--- config.mk ---
export PLATFORM = sky130hd
export DESIGN_NAME = epoch_sequencer
export DESIGN_NICKNAME = d
export VERILOG_FILES = /design/src/rtl/gps_ctrl_pkg.sv /design/src/rtl/wrap_counter.sv /design/src/rtl/epoch_sequencer.sv
export SDC_FILE = /design/constraint.sdc
export NUM_CORES = 1
export LEC_CHECK = 0
export ABC_AREA = 0
export BUFFER_PORTS_ARGS = -buffer_cell sky130_fd_sc_hd__buf_2
export CAP_MARGIN = 10
export CELL_PAD_IN_SITES_DETAIL_PLACEMENT = 0
export CELL_PAD_IN_SITES_GLOBAL_PLACEMENT = 1
export CORE_MARGIN = 1
export CORE_UTILIZATION = 45
export DETAILED_ROUTE_END_ITERATION = 6
export MAX_ROUTING_LAYER = met4
export PLACE_DENSITY = 0.9
export RECOVER_POWER = 25
export SLEW_MARGIN = 30
export SYNTH_ARGS = -nofsm -noshare
export SYNTH_HDL_FRONTEND = slang
export SYNTH_SLANG_ARGS = --single-unit
--- constraint.sdc ---
create_clock -name clk -period 5.9 [get_ports clk]
set_clock_uncertainty 0.2 [all_clocks]
set_input_delay 0 -clock clk [delete_from_list [all_inputs] [get_ports clk]]
set_output_delay 0 -clock clk [all_outputs]
set_load 0.02 [all_outputs]
--- src/rtl/gps_ctrl_pkg.sv ---
// Shared definitions for the tracking-channel control blocks.
// Provides: FSM state encoding, cfg_sel target codes, counter widths and a
// small saturating helper used when loading phase values.
package gps_ctrl_pkg;

  // Status-register visible state encoding; 2'd3 is never produced.
  typedef enum logic [1:0] {
    ST_IDLE = 2'd0,
    ST_ARM  = 2'd1,
    ST_RUN  = 2'd2
  } state_e;

  // Configuration write targets.
  localparam logic [1:0] SEL_CHIP = 2'd0;
  localparam logic [1:0] SEL_MS   = 2'd1;
  localparam logic [1:0] SEL_DUMP = 2'd2;
  localparam logic [1:0] SEL_RSVD = 2'd3;

  localparam int CHIP_W = 10;
  localparam int MS_W   = 5;
  localparam int DUMP_W = 8;
  localparam int PEND_W = 10;  // wide enough for any of the three targets

  // Saturate a phase value at the last legal index.
  function automatic logic [PEND_W-1:0] clamp_phase(input logic [PEND_W-1:0] val,
                                                    input logic [PEND_W-1:0] max);
    return (val > max) ? max : val;
  endfunction

endpackage

--- src/rtl/wrap_counter.sv ---
// Modulo counter 0..MAX with a load port and a combinational wrap flag.
// Latency: count/load take effect on the next rising edge; o_wrap is same-cycle.
// Backpressure: none; i_load has priority over i_tick (a load replaces the wrap value).
// Ports: i_clk, i_rst_n (async, active-low), i_tick (advance), i_load/i_load_val,
//        o_cnt (current value), o_wrap (i_tick while o_cnt == MAX).
module wrap_counter #(
  parameter int W   = 10,
  parameter int MAX = 1022
) (
  input  logic         i_clk,
  input  logic         i_rst_n,
  input  logic         i_tick,
  input  logic         i_load,
  input  logic [W-1:0] i_load_val,
  output logic [W-1:0] o_cnt,
  output logic         o_wrap
);

  localparam logic [W-1:0] LAST = W'(MAX);

  logic [W-1:0] r_cnt;

  assign o_wrap = i_tick && (r_cnt == LAST);
  assign o_cnt  = r_cnt;

  always_ff @(posedge i_clk or negedge i_rst_n) begin
    if (!i_rst_n) begin
      r_cnt <= '0;
    end else if (i_load) begin
      r_cnt <= i_load_val;
    end else if (i_tick) begin
      r_cnt <= o_wrap ? '0 : r_cnt + 1'b1;
    end
  end

endmodule

--- src/rtl/epoch_sequencer.sv ---
// Chip / code-epoch / integration sequencer for one tracking channel, with a
// register-bank write port. Latency: all outputs registered, one edge after cause.
// Backpressure: none; a write arriving while another is pending is dropped (cfg_err).
// Ports: clk, resetn (async, active-low), enable, chip_tick, cfg_wr/cfg_sel/cfg_data,
//        cfg_ack, cfg_err, chip_cnt, ms_plus, ms_over, ms_cnt, dump, state.
module epoch_sequencer
  import gps_ctrl_pkg::*;
#(
  parameter int CODE_LEN   = 1023,
  parameter int MS_PER_BIT = 20
) (
  input  logic        clk,
  input  logic        resetn,
  input  logic        enable,
  input  logic        chip_tick,
  input  logic        cfg_wr,
  input  logic [1:0]  cfg_sel,
  input  logic [31:0] cfg_data,
  output logic        cfg_ack,
  output logic        cfg_err,
  output logic [9:0]  chip_cnt,
  output logic        ms_plus,
  output logic        ms_over,
  output logic [4:0]  ms_cnt,
  output logic        dump,
  output logic [1:0]  state
);

  localparam logic [PEND_W-1:0] CHIP_MAX = PEND_W'(CODE_LEN - 1);
  localparam logic [PEND_W-1:0] MS_MAX   = PEND_W'(MS_PER_BIT - 1);

  state_e r_state, w_state_nxt;

  logic              r_pend_vld;
  logic [1:0]        r_pend_sel;
  logic [PEND_W-1:0] r_pend_dat;
  logic [DUMP_W-1:0] r_integ;
  logic [DUMP_W-1:0] r_dump_len;
  logic              r_ms_plus, r_ms_over, r_dump, r_ack, r_err;

  logic              w_run, w_direct;
  logic              w_chip_wrap, w_ms_wrap, w_dump_evt;
  logic [PEND_W-1:0] w_wr_val;
  logic              w_dir_chip, w_dir_ms, w_dir_dump, w_dir_ok;
  logic              w_pend_acc, w_pend_chip, w_pend_ms, w_pend_dump, w_pend_apply;
  logic              w_wr_err;
  logic              w_chip_load, w_ms_load;
  logic [CHIP_W-1:0] w_chip_load_val;
  logic [MS_W-1:0]   w_ms_load_val;
  logic [DUMP_W-1:0] w_len_eff;
  logic [DUMP_W:0]   w_integ_inc;
  logic              w_unused_data;

  // Only the low bits of the write word ever matter.
  assign w_unused_data = ^cfg_data[31:PEND_W];

  // ---------------- FSM ----------------
  always_ff @(posedge clk or negedge resetn) begin
    if (!resetn) r_state <= ST_IDLE;
    else         r_state <= w_state_nxt;
  end

  always_comb begin
    w_state_nxt = ST_IDLE;
    case (r_state)
      ST_ARM:  w_state_nxt = !enable ? ST_IDLE : (chip_tick ? ST_RUN : ST_ARM);
      ST_RUN:  w_state_nxt = enable ? ST_RUN : ST_IDLE;
      default: w_state_nxt = enable ? ST_ARM : ST_IDLE;  // IDLE and the unused code
    endcase
  end

  assign w_run = (r_state == ST_RUN);
  // Writes apply immediately unless the channel is actively running; while
  // enable is low the pending slot is being flushed, so act as if idle.
  assign w_direct = !w_run || !enable;

  // ---------------- write decode ----------------
  always_comb begin
    w_wr_val = '0;
    case (cfg_sel)
      SEL_CHIP: w_wr_val = clamp_phase(cfg_data[PEND_W-1:0], CHIP_MAX);
      SEL_MS:   w_wr_val = clamp_phase({{(PEND_W-MS_W){1'b0}}, cfg_data[MS_W-1:0]}, MS_MAX);
      SEL_DUMP: w_wr_val = {{(PEND_W-DUMP_W){1'b0}}, cfg_data[DUMP_W-1:0]};
      default:  w_wr_val = '0;
    endcase
  end

  assign w_dir_ok   = cfg_wr && w_direct && (cfg_sel != SEL_RSVD);
  assign w_dir_chip = w_dir_ok && (cfg_sel == SEL_CHIP);
  assign w_dir_ms   = w_dir_ok && (cfg_sel == SEL_MS);
  assign w_dir_dump = w_dir_ok && (cfg_sel == SEL_DUMP);

  assign w_pend_acc = cfg_wr && !w_direct && (cfg_sel != SEL_RSVD) && !r_pend_vld;
  assign w_wr_err   = cfg_wr && ((cfg_sel == SEL_RSVD) || (!w_direct && r_pend_vld));

  // Pending phase writes land on the epoch wrap, dump length on the dump edge.
  assign w_pend_chip  = r_pend_vld && enable && (r_pend_sel == SEL_CHIP) && w_chip_wrap;
  assign w_pend_ms    = r_pend_vld && enable && (r_pend_sel == SEL_MS)   && w_chip_wrap;
  assign w_pend_dump  = r_pend_vld && enable && (r_pend_sel == SEL_DUMP) && w_dump_evt;
  assign w_pend_apply = w_pend_chip || w_pend_ms || w_pend_dump;

  // ---------------- counters ----------------
  assign w_chip_load     = w_dir_chip || w_pend_chip;
  assign w_chip_load_val = w_dir_chip ? w_wr_val[CHIP_W-1:0] : r_pend_dat[CHIP_W-1:0];
  assign w_ms_load       = w_dir_ms || w_pend_ms;
  assign w_ms_load_val   = w_dir_ms ? w_wr_val[MS_W-1:0] : r_pend_dat[MS_W-1:0];

  wrap_counter #(.W(CHIP_W), .MAX(CODE_LEN - 1)) u_chip (
    .i_clk      (clk),
    .i_rst_n    (resetn),
    .i_tick     (w_run && chip_tick),
    .i_load     (w_chip_load),
    .i_load_val (w_chip_load_val),
    .o_cnt      (chip_cnt),
    .o_wrap     (w_chip_wrap)
  );

  wrap_counter #(.W(MS_W), .MAX(MS_PER_BIT - 1)) u_ms (
    .i_clk      (clk),
    .i_rst_n    (resetn),
    .i_tick     (w_chip_wrap),
    .i_load     (w_ms_load),
    .i_load_val (w_ms_load_val),
    .o_cnt      (ms_cnt),
    .o_wrap     (w_ms_wrap)
  );

  // Zero length behaves as one; >= keeps a shortened length from being skipped.
  assign w_len_eff   = (r_dump_len == '0) ? DUMP_W'(1) : r_dump_len;
  assign w_integ_inc = {1'b0, r_integ} + 1'b1;
  assign w_dump_evt  = w_chip_wrap && (w_integ_inc >= {1'b0, w_len_eff});

  always_ff @(posedge clk or negedge resetn) begin
    if (!resetn) begin
      r_integ    <= '0;
      r_dump_len <= DUMP_W'(1);
    end else begin
      if (w_chip_wrap) r_integ <= w_dump_evt ? '0 : w_integ_inc[DUMP_W-1:0];
      if (w_dir_dump)       r_dump_len <= w_wr_val[DUMP_W-1:0];
      else if (w_pend_dump) r_dump_len <= r_pend_dat[DUMP_W-1:0];
    end
  end

  // ---------------- pending write slot ----------------
  always_ff @(posedge clk or negedge resetn) begin
    if (!resetn) begin
      r_pend_vld <= 1'b0;
      r_pend_sel <= SEL_CHIP;
      r_pend_dat <= '0;
    end else if (!enable || w_pend_apply) begin
      r_pend_vld <= 1'b0;
    end else if (w_pend_acc) begin
      r_pend_vld <= 1'b1;
      r_pend_sel <= cfg_sel;
      r_pend_dat <= w_wr_val;
    end
  end

  // ---------------- registered pulses ----------------
  always_ff @(posedge clk or negedge resetn) begin
    if (!resetn) begin
      r_ms_plus <= 1'b0;
      r_ms_over <= 1'b0;
      r_dump    <= 1'b0;
      r_ack     <= 1'b0;
      r_err     <= 1'b0;
    end else begin
      r_ms_plus <= w_chip_wrap;
      r_ms_over <= w_ms_wrap;
      r_dump    <= w_dump_evt;
      r_ack     <= w_dir_ok || w_pend_apply;
      r_err     <= w_wr_err;
    end
  end

  assign ms_plus = r_ms_plus;
  assign ms_over = r_ms_over;
  assign dump    = r_dump;
  assign cfg_ack = r_ack;
  assign cfg_err = r_err;
  assign state   = r_state;

endmodule

Word-level counts from Yosys, hierarchy flattened
Index checks and enable logic that the tools add are counted.
- flip-flop bits (word level): 51
- input bits: 39
- logic and storage cells: 93
- $add $sub $neg: 3
- order comparisons: 3
- equal/unequal tests: 10
- mux-type cells: 22
- bitwise gates (word level): 1
- reduce and logical (&&, ||, !) cells: 41
- operators with widths (kind ; count):
    $mux W10 ; 5
    $mux W8 ; 4
    $pmux W10 S3 ; 1
    $mux W5 ; 5
    $logic_and A1 B1 Y1 ; 21
    $add A10 B1 Y10 const B ; 1
    $eq A10 B10 Y1 const B ; 1
    $gt A10 B10 Y1 const B ; 1
    $add A8 B1 Y9 const B ; 1
    $ge A9 B8 Y1 ; 1
    $eq A2 B2 Y1 const B ; 4
    $logic_not A8 Y1 ; 1
    $logic_or A1 B1 Y1 ; 8
    $reduce_bool A2 Y1 ; 4
    $eq A2 B1 Y1 const B ; 3
    $mux W2 ; 3
    $add A5 B1 Y5 const B ; 1
    $eq A5 B5 Y1 const B ; 1
    $gt A5 B5 Y1 const B ; 1
    $logic_not A1 Y1 ; 4
    $logic_not A2 Y1 ; 2
    $pmux W2 S2 ; 1
    $mux W1 ; 3
    $ne A2 B2 Y1 const B ; 1
    2 further kinds ; 2

Logic depth before layout (Yosys ltp)
Gate-level depths: netlist (run 1).
- word-level depth: 9
- mapped depth: 11
- mapped depth without buffers: 11

Hierarchy
From an unflattened synthesis (run 1), not the netlist that was laid out.
- cell total of the unflattened synthesis: 346
- area, all modules: 3128.0 µm²
- modules (own cells, without submodules) (module ; instances ; cells each ; area each (µm²)):
    epoch_sequencer ; 1 ; 243 ; 2149.6
    wrap_counter (u_chip) ; 1 ; 73 ; 675.6
    wrap_counter (u_ms) ; 1 ; 30 ; 302.8

Worst setup path after synthesis (run 1)
Ideal clock, no wire load.
- path type: register -> register
- start point: reg r_integ[2]
- end point: reg r_dump_len[7]
- arrival time: 2620 ps
- slack: 2956 ps
- stages on the path, launching flop included: 11
- path buffers: 0
- cell sequence: dfrtp_1 > and3_1 > and3_1 > nand3_1 > xnor2_1 > ha_1 > nand3_1 > nor3_1 > o211ai_4 > and3_1 > a211o_1
- longest elaborated chain between the ends: 5
- RTL lines (what ; line ; RTL):
    start, declared ; epoch_sequencer.sv:37 ; logic [DUMP_W-1:0] r_integ;
    start signal, assigned ; epoch_sequencer.sv:138 ; if (w_chip_wrap) r_integ <= w_dump_evt ? '0 : w_integ_inc[DUMP_W-1:0];
    $add A8 B1 Y9 ; epoch_sequencer.sv:130 ; assign w_integ_inc = {1'b0, r_integ} + 1'b1;
    $ge A9 B8 Y1 ; epoch_sequencer.sv:131 ; assign w_dump_evt = w_chip_wrap && (w_integ_inc >= {1'b0, w_len_eff});
    $logic_and A1 B1 Y1 ; epoch_sequencer.sv:131 ;
    $logic_and A1 B1 Y1 ; epoch_sequencer.sv:99 ; assign w_pend_dump = r_pend_vld && enable && (r_pend_sel == SEL_DUMP) && w_dump_evt;
    $reduce_bool A2 Y1 (no line) ; - ;
    end signal, assigned ; epoch_sequencer.sv:139 ; if (w_dir_dump) r_dump_len <= w_wr_val[DUMP_W-1:0];
    end signal, assigned ; epoch_sequencer.sv:140 ; else if (w_pend_dump) r_dump_len <= r_pend_dat[DUMP_W-1:0];
    end, declared ; epoch_sequencer.sv:38 ; logic [DUMP_W-1:0] r_dump_len;
No other way between the ends.
A chain may end at the register's enable or synchronous reset.

Worst setup path after layout (run 1)
- start point: reg r_integ[2]
- end point: reg r_ack, in the netlist cfg_ack
- longest elaborated chain between the ends: 6
- RTL lines (what ; line ; RTL):
    $add A8 B1 Y9 ; epoch_sequencer.sv:130 ;
    $ge A9 B8 Y1 ; epoch_sequencer.sv:131 ;
    $logic_and A1 B1 Y1 ; epoch_sequencer.sv:131 ;
    $logic_and A1 B1 Y1 ; epoch_sequencer.sv:99 ;
    $logic_or A1 B1 Y1 ; epoch_sequencer.sv:100 ; assign w_pend_apply = w_pend_chip || w_pend_ms || w_pend_dump;
    $logic_or A1 B1 Y1 ; epoch_sequencer.sv:171 ; r_ack <= w_dir_ok || w_pend_apply;
    end signal, assigned ; epoch_sequencer.sv:171 ;
    end, declared ; epoch_sequencer.sv:39 ; logic r_ms_plus, r_ms_over, r_dump, r_ack, r_err;
No other way between the ends.

==> key figures, run 1 <==
Floorplanning
  – Std cell rows: 29
  – Die area: 7270 um2
  – Initial Util: 0.477
  – Top Ports: 61
  – Die Span X: 85.2 um
  – Core area: 6530 um2
  – Die height: 85.2 um

Layout
  – Area grow syn2layout: 15.7%
  – Share of cells above drive strength 1: 0.149
  – Fill cell total of the finished layout: 602
  – Antenna diode count: 0
  – Post-route cell area: 3610 um2
  – Layout Nets: 448
  – FF+latch area: 1280 um2
  – Area of the multi-input gates: 1710 um2

Synthesis
  – Post-synth EDFFs: 0
  – Most frequent cell after synthesis: nand2_1
  – Synth top area share: 0.401
  – Syn. warnings: 0
  – Synth Cell Area: 3120 um2
  – Post-synthesis sequential area ratio: 0.410
  – Syn_nets: 397
  – Syn Area/Cell: 9.06 um2
  – Synth area leaders: dfrtp_1 40%, nand2_1 6.4%, ha_1 5.6%, nand3_1 3.2%, nor2_1 2.8%
  – Syn Inst Count: 344
  – Top post-synthesis cells by count: 53 x nand2_1, 50 x dfrtp_1, 23 x nor2_1
  – Seq cells post-synth: 51
  – Asr flop ratio synth: 1.00
  – Library cells used by synthesis: 65
  – Cell taking the most area after synthesis: dfrtp_1
  – Ys flop type: dfrtp_1

Global route
  – Vias in the first global route: 2,747
  – Initial antenna violation count: 0
  – Met1 usage: 0.338
  – Grt total ovfl: 0
  – M3 GR Usage: 0.0331
  – GR Layer Usage met2: 0.364
  – Pin count of the biggest net entering global routing: 52
  – GRT Resource Usage Total: 0.243
  – Wire length of the first global-routing pass: 13,500 um
  – Layer with the highest usage: met2

Timing
  – Worst slew margin: -0.840
  – Final hold vios: 0
  – Worst-margin pin slew: 2.76 ns
  – Setup TNS: 0 ns
  – Unrepaired setup endpoints after global routing: false
  – Tmin final: 3.47 ns
  – Final Max Slew Viols: 52
  – Final Cycle Share: 0.589
  – Max Freq: 288 MHz
  – Final setup fails: 0

Pwr
  – Leakage power: 1.67 nW
  – Gate power share: 0.247
  – Switch share: 0.339
  – Psw: 0.000288 W
  – IR drop worst, VDD: 0.133 mV
  – Clock share of power: 0.236
  – Pwr/cell area: 235 nW/um2
  – P_int: 0.000562 W
  – Sequential share of power: 0.517

Clock network
  – Clock latency on the worst-skew pair: 0.31 ns
  – Reg clk slew, reported paths: 0.09 ns
  – H-Tree Depth: 2
  – Clock sinks: 51
  – Root Buffer: clkbuf_8
  – TritonCTS buffer count: 5
  – CTS max path bufs: 2
  – CTS tree: yes

Routing
  – Routed via count: 2,834
  – Wirelength per Cell: 16.8 um
  – Vias/cell: 5.99
  – Routed Antenna Nets: 0
  – WL final: 7940 um
  – DRT iter0 DRCs: 165
  – DRC viols: 0
  – TritonRoute pass-1 iters: 4

Critical path
  – Crit path launch type: register
  – CP required: 5.89 ns
  – Crit. End Element: register
  – CP Class: reg -> reg
  – Worst EP arrival: 3.47 ns
  – Worst-path fanout max: 10

Status
  – Status: complete, but fails checks
  – Failing checks: capacitance limit, slew limit

Placed design
  – GP Congestion: 0.875
  – Number of port buffers: 38
  – Placed standard-cell area: 3340 um2
  – DP HPWL: 5500 um

Worst hold path
  – Hold Crit Class: in -> reg

Run
  – Max_cap viols: 1
-- repair_timing --
item,in CTS,in global routing
gates resized for setup,0,0
setup buffers,0,0
hold buffers,20,0
endpoints found under the hold margin,84,0
-- registers in the layout (all words and copies together), names as in the netlist --
name	flops
r_pend_vld	1
r_dump_len	8
r_pend_sel	2
ms_over	1
r_pend_dat	10
u_chip.o_cnt	10
r_integ	8
cfg_err	1
ms_plus	1
dump	1
cfg_ack	1
state	2
u_ms.o_cnt	5
-- cell usage in the layout (no fill, tap or decap), drive strengths merged, types with 3 or more instances in the layout --
cell	count
nand2	53
dfrtp	50
buf	32
o21ai	26
nor2	24
nand3	20
dlygate4sd3	20
a21oi	17
ha	14
clkbuf	14
inv	13
nor3	12
mux2i	8
and3	6
nand2b	6
o211ai	5
o31ai	5
xnor2	4
a41oi	4
a211o	4
a221oi	4
and2	4
nor3b	3
a211oi	3
a21o	3
a31oi	3
a22o	3
-- routing by layer --
metal | routed length (um) | part of all wire
met1 | 3730 | 0.47
met2 | 3600 | 0.45
met3 | 454 | 0.057
met4 | 162 | 0.020
met5 | 0 | 0
-- cell families (layout without fill, tap and decap cells) --
kind of cell | after synthesis | count (layout) | synth area share
XOR/XNOR | 6 | 6 | 0.0169
AO/OA/AOI/OAI | 94 | 94 | 0.222
flip-flops | 51 | 51 | 0.410
adder cells (fa/ha/maj) | 14 | 14 | 0.0562
multiplexers | 10 | 10 | 0.0329
AND/OR/NAND/NOR | 140 | 140 | 0.219
buffers and inverters | 29 | 81 | 0.0429
-- power groups by stage --
stage                     registers (W)  logic (W)  clock network (W)
after floorplan                0.000460   0.000109                  0
after global placement         0.000444   0.000195                  0
after detailed placement       0.000445   0.000200                  0
after CTS                      0.000438   0.000211           0.000206
after global routing           0.000445   0.000235           0.000218
final                          0.000439   0.000210           0.000201
-- worst paths after layout --
kind | cells past startpoint | to | slack (ns) | startpoint
worst max-delay path | 10 | cfg_ack | 2.43 | r_integ[2]
worst min-delay path | 4 | u_chip.o_cnt[8] | 0.29 | cfg_data[8]
worst max register to register | 10 | cfg_ack | 2.43 | r_integ[2]
worst min register to register | 2 | r_pend_dat[8] | 0.31 | r_pend_dat[8]
max in group asynchronous | 3 | cfg_err | 2.94 | resetn
min in group asynchronous | 3 | ms_plus | 0.98 | resetn
-- layout make-up --
| type | instances | area share |
|---|---|---|
| flip-flops and latches | 51 | 0.354 |
| clock inverters | 1 | 0.00139 |
| multi-input cells | 264 | 0.475 |
| clock buffers | 7 | 0.0212 |
| well taps | 77 | 0.0267 |
| repair buffers | 59 | 0.107 |
| inverters | 14 | 0.0149 |
-- through the flow --
step	total power [W]	hold slack [ns]	util	std cells	worst slack, ns
floorplan	0.000569	-0.496	-	344	2.96
finish	0.000849	0.294	0.552	473	2.43
detailed placement	0.000645	-0.0378	0.511	445	2.54
CTS	0.000855	0.149	0.554	473	2.46
global route	0.000898	0.293	0.552	473	2.25
global placement	0.000638	-0.0448	0.510	445	2.58
-- worst max-delay path, stage by stage (launching register included) --
cell and delay (ns):
dfrtp_1 0.45, and3_1 0.22, and3_1 0.26, nand3_1 0.11, xnor2_1 0.16, ha_1 0.32
nand3_1 0.10, nor3_1 0.73, nor2_2 0.27, o21a_1 0.26, o32ai_1 0.28
No activity file was read; power rests on OpenSTA's default activity.
==> run 2: changes to the inputs <==
- ABC_AREA: 0 -> 1
- CORE_UTILIZATION: 45 -> 40
- PLACE_DENSITY: 0.9 -> 0.85
- clock period: 5.9 -> 3.4 ns (I/O delays scaled with it)
==> run 2 against run 1 <==
Compared with the run above: the run still ends with capacitance limit, slew limit left; sequential cell count did not move; final cell count rose by 25%; clock-buffer cell count fell by 2; critical path type unchanged.
==> key figures, run 2 <==
Floorplanning
  – Die area: 8400 um2
  – Die Span X: 91.7 um
  – Std cell rows: 32
  – Die height: 91.7 um
  – Core area: 7770 um2
  – Initial Util: 0.414
  – Top Ports: 61

Synthesis
  – Library cells used by synthesis: 37
  – Most frequent cell after synthesis: nand2_1
  – Post-synth EDFFs: 0
  – Top post-synthesis cells by count: 114 x nand2_1, 55 x inv_1, 50 x dfrtp_1
  – Seq cells post-synth: 51
  – Syn. warnings: 0
  – Synth area leaders: dfrtp_1 39%, nand2_1 13%, inv_1 6.4%, nand3_1 5.6%, ha_1 5.4%
  – Synth top area share: 0.389
  – Ys flop type: dfrtp_1
  – Syn Area/Cell: 7.45 um2
  – Synth Cell Area: 3220 um2
  – Asr flop ratio synth: 1.00
  – Syn Inst Count: 432
  – Cell taking the most area after synthesis: dfrtp_1
  – Post-synthesis sequential area ratio: 0.397
  – Syn_nets: 485

Global route
  – Vias in the first global route: 2,855
  – Layer with the highest usage: met2
  – GR Layer Usage met2: 0.337
  – Grt total ovfl: 0
  – Met1 usage: 0.287
  – Pin count of the biggest net entering global routing: 30
  – M3 GR Usage: 0.0249
  – Wire length of the first global-routing pass: 13,700 um
  – GRT Resource Usage Total: 0.211
  – Initial antenna violation count: 0

Pwr
  – IR drop worst, VDD: 0.197 mV
  – Sequential share of power: 0.440
  – Clock share of power: 0.233
  – P_int: 0.00117 W
  – Leakage power: 1.95 nW
  – Switch share: 0.370
  – Gate power share: 0.326
  – Total Power: 0.00186 W
  – Psw: 0.000688 W
  – Pwr/cell area: 489 nW/um2

Clock network
  – CTS max path bufs: 2
  – Reg clk slew, reported paths: 0.10 ns
  – Clock sinks: 51
  – TritonCTS buffer count: 5
  – H-Tree Depth: 2
  – Clock latency on the worst-skew pair: 0.31 ns
  – CTS tree: yes
  – Setup Fix Bufs, Post-CTS: 0
  – Root Buffer: clkbuf_8

Routing
  – DRT iter0 DRCs: 134
  – Vias/cell: 4.87
  – Routed via count: 2,887
  – TritonRoute pass-1 iters: 4
  – DRC viols: 0
  – Routed Antenna Nets: 0
  – Wirelength per Cell: 12.9 um
  – WL final: 7650 um

Critical path
  – Crit path top cell by count: nand2_1
  – Critical path's largest stage delay: 0.42 ns
  – Crit. End Element: register
  – CP max-delay cell: dfrtp_1
  – Worst-path cell chain: ha_1 -> nand3_1 -> nor3_1 -> xor2_1 -> ha_1 -> nand2_1 -> inv_1 -> nand2_1 -> nand2_1 -> nand2_1 -> nand2_1 -> nand3_1 -> nand2_1 -> nand2_1 -> nand2_1
  – Crit path from: r_integ[0]
  – Worst-path fanout max: 8
  – Crit path launch type: register
  – Critical path buffer and inverter count: 1
  – Worst EP arrival: 2.70 ns
  – CP required: 3.40 ns
  – RR Startpoint: r_integ[0]
  – Delay-heaviest family, CP: simple AND/OR/NAND/NOR gates
  – CP Class: reg -> reg

Layout
  – Most common cell after layout, fill and taps aside: nand2_1
  – Share of cells above drive strength 1: 0.141
  – Layout Nets: 543
  – Antenna diode count: 0
  – Area grow syn2layout: 18.4%
  – Fill cell total of the finished layout: 795
  – Most frequent cells in the layout: 114 x nand2_1, 55 x inv_1, 50 x dfrtp_1

Timing
  – Final Max Slew Viols: 30
  – Final hold vios: 0
  – Max Freq: 371 MHz
  – Worst slew margin: -0.0775
  – Tmin final: 2.70 ns
  – Final setup fails: 0
  – Final Cycle Share: 0.793
  – Setup TNS: 0 ns
  – Worst-margin pin slew: 1.62 ns
  – Unrepaired setup endpoints after global routing: false

Placed design
  – GP Congestion: 0.791
  – DP HPWL: 5800 um
  – Number of port buffers: 38

Status
  – Failing checks: capacitance limit, slew limit
  – Status: complete, but fails checks

Worst hold path
  – Worst Hold Launch: r_pend_dat[9]
  – Hold Crit Class: reg -> reg

Run
  – Max_cap viols: 1
[run 2: changes by cell type after synthesis, sizes merged, moves of 11 or more]
cell	delta
inv	+47
nand2	+68
nand3	+17
nor2	+18
xor2	+11
[run 2: cell families (layout without fill, tap and decap cells)]
group,after synthesis,after routing,synth area share
flip-flops,51,51,0.397
adder cells (fa/ha/maj),14,14,0.0545
buffers and inverters,71,130,0.0875
XOR/XNOR,15,15,0.0408
AO/OA/AOI/OAI,64,64,0.116
AND/OR/NAND/NOR,217,217,0.305
[run 2: worst min-delay path: cells and delay by family (launching register included)]
family / cells / cell delay [ns]
DFF: 1 / 0.35
and+or+nand+nor: 1 / 0.06
AOI/OAI and AO/OA: 1 / 0.05
[run 2: worst paths after layout]
path / endpoint / slack, ns / depth (start not counted)
max reg2reg: r_dump_len[7] / 0.70 / 15
max: r_dump_len[7] / 0.70 / 15
max in group asynchronous: r_dump_len[0] / 1.42 / 3
min in group asynchronous: r_integ[2] / 0.43 / 2
min: r_pend_dat[9] / 0.29 / 2
min reg2reg: r_pend_dat[9] / 0.29 / 2
[run 2: layer usage]
metal  part of all wire  wire, um
met4             0.0081        62
met5                  0         0
met2               0.46      3510
met3              0.026       201
met1               0.51      3880
[run 2: layout make-up]
| class | instances | area [um2] | share of cell area |
|---|---|---|---|
| sequential | 51 | 1280 | 0.336 |
| tap | 102 | 128 | 0.0335 |
| clock inverter | 3 | 43.8 | 0.0115 |
| clock buffer | 5 | 68.8 | 0.0181 |
| multi-input combinational | 310 | 1660 | 0.435 |
| inverter | 61 | 229 | 0.0601 |
| timing repair buffer | 61 | 403 | 0.106 |
[run 2: timing repair]
action	CTS	global route
hold endpoints to repair	45	0
resized for setup	0	0
hold buffers	18	0
[run 2: power by group through the flow]
| stage | clock (W) | sequential [W] | combinational [W] |
|---|---|---|---|
| 2_1_floorplan | 0 | 0.000889 | 0.000354 |
| 3_3_place_gp | 0 | 0.000827 | 0.000582 |
| 3_5_place_dp | 0 | 0.000830 | 0.000595 |
| 4_1_cts | 0.000443 | 0.000819 | 0.000613 |
| 5_1_grt | 0.000468 | 0.000838 | 0.000692 |
| 6_report | 0.000434 | 0.000819 | 0.000607 |
[run 2: through the flow]
stage	hold slack (ns)	area (um2)	instances	util	worst slack, ns
3_5_place_dp	-0.122	3520	567	0.453	0.719
4_1_cts	0.0876	3810	593	0.491	0.699
2_1_floorplan	-0.496	3220	432	-	1.08
5_1_grt	0.308	3810	593	0.490	0.342
3_3_place_gp	-0.121	3520	567	0.453	0.791
6_report	0.293	3810	593	0.490	0.702
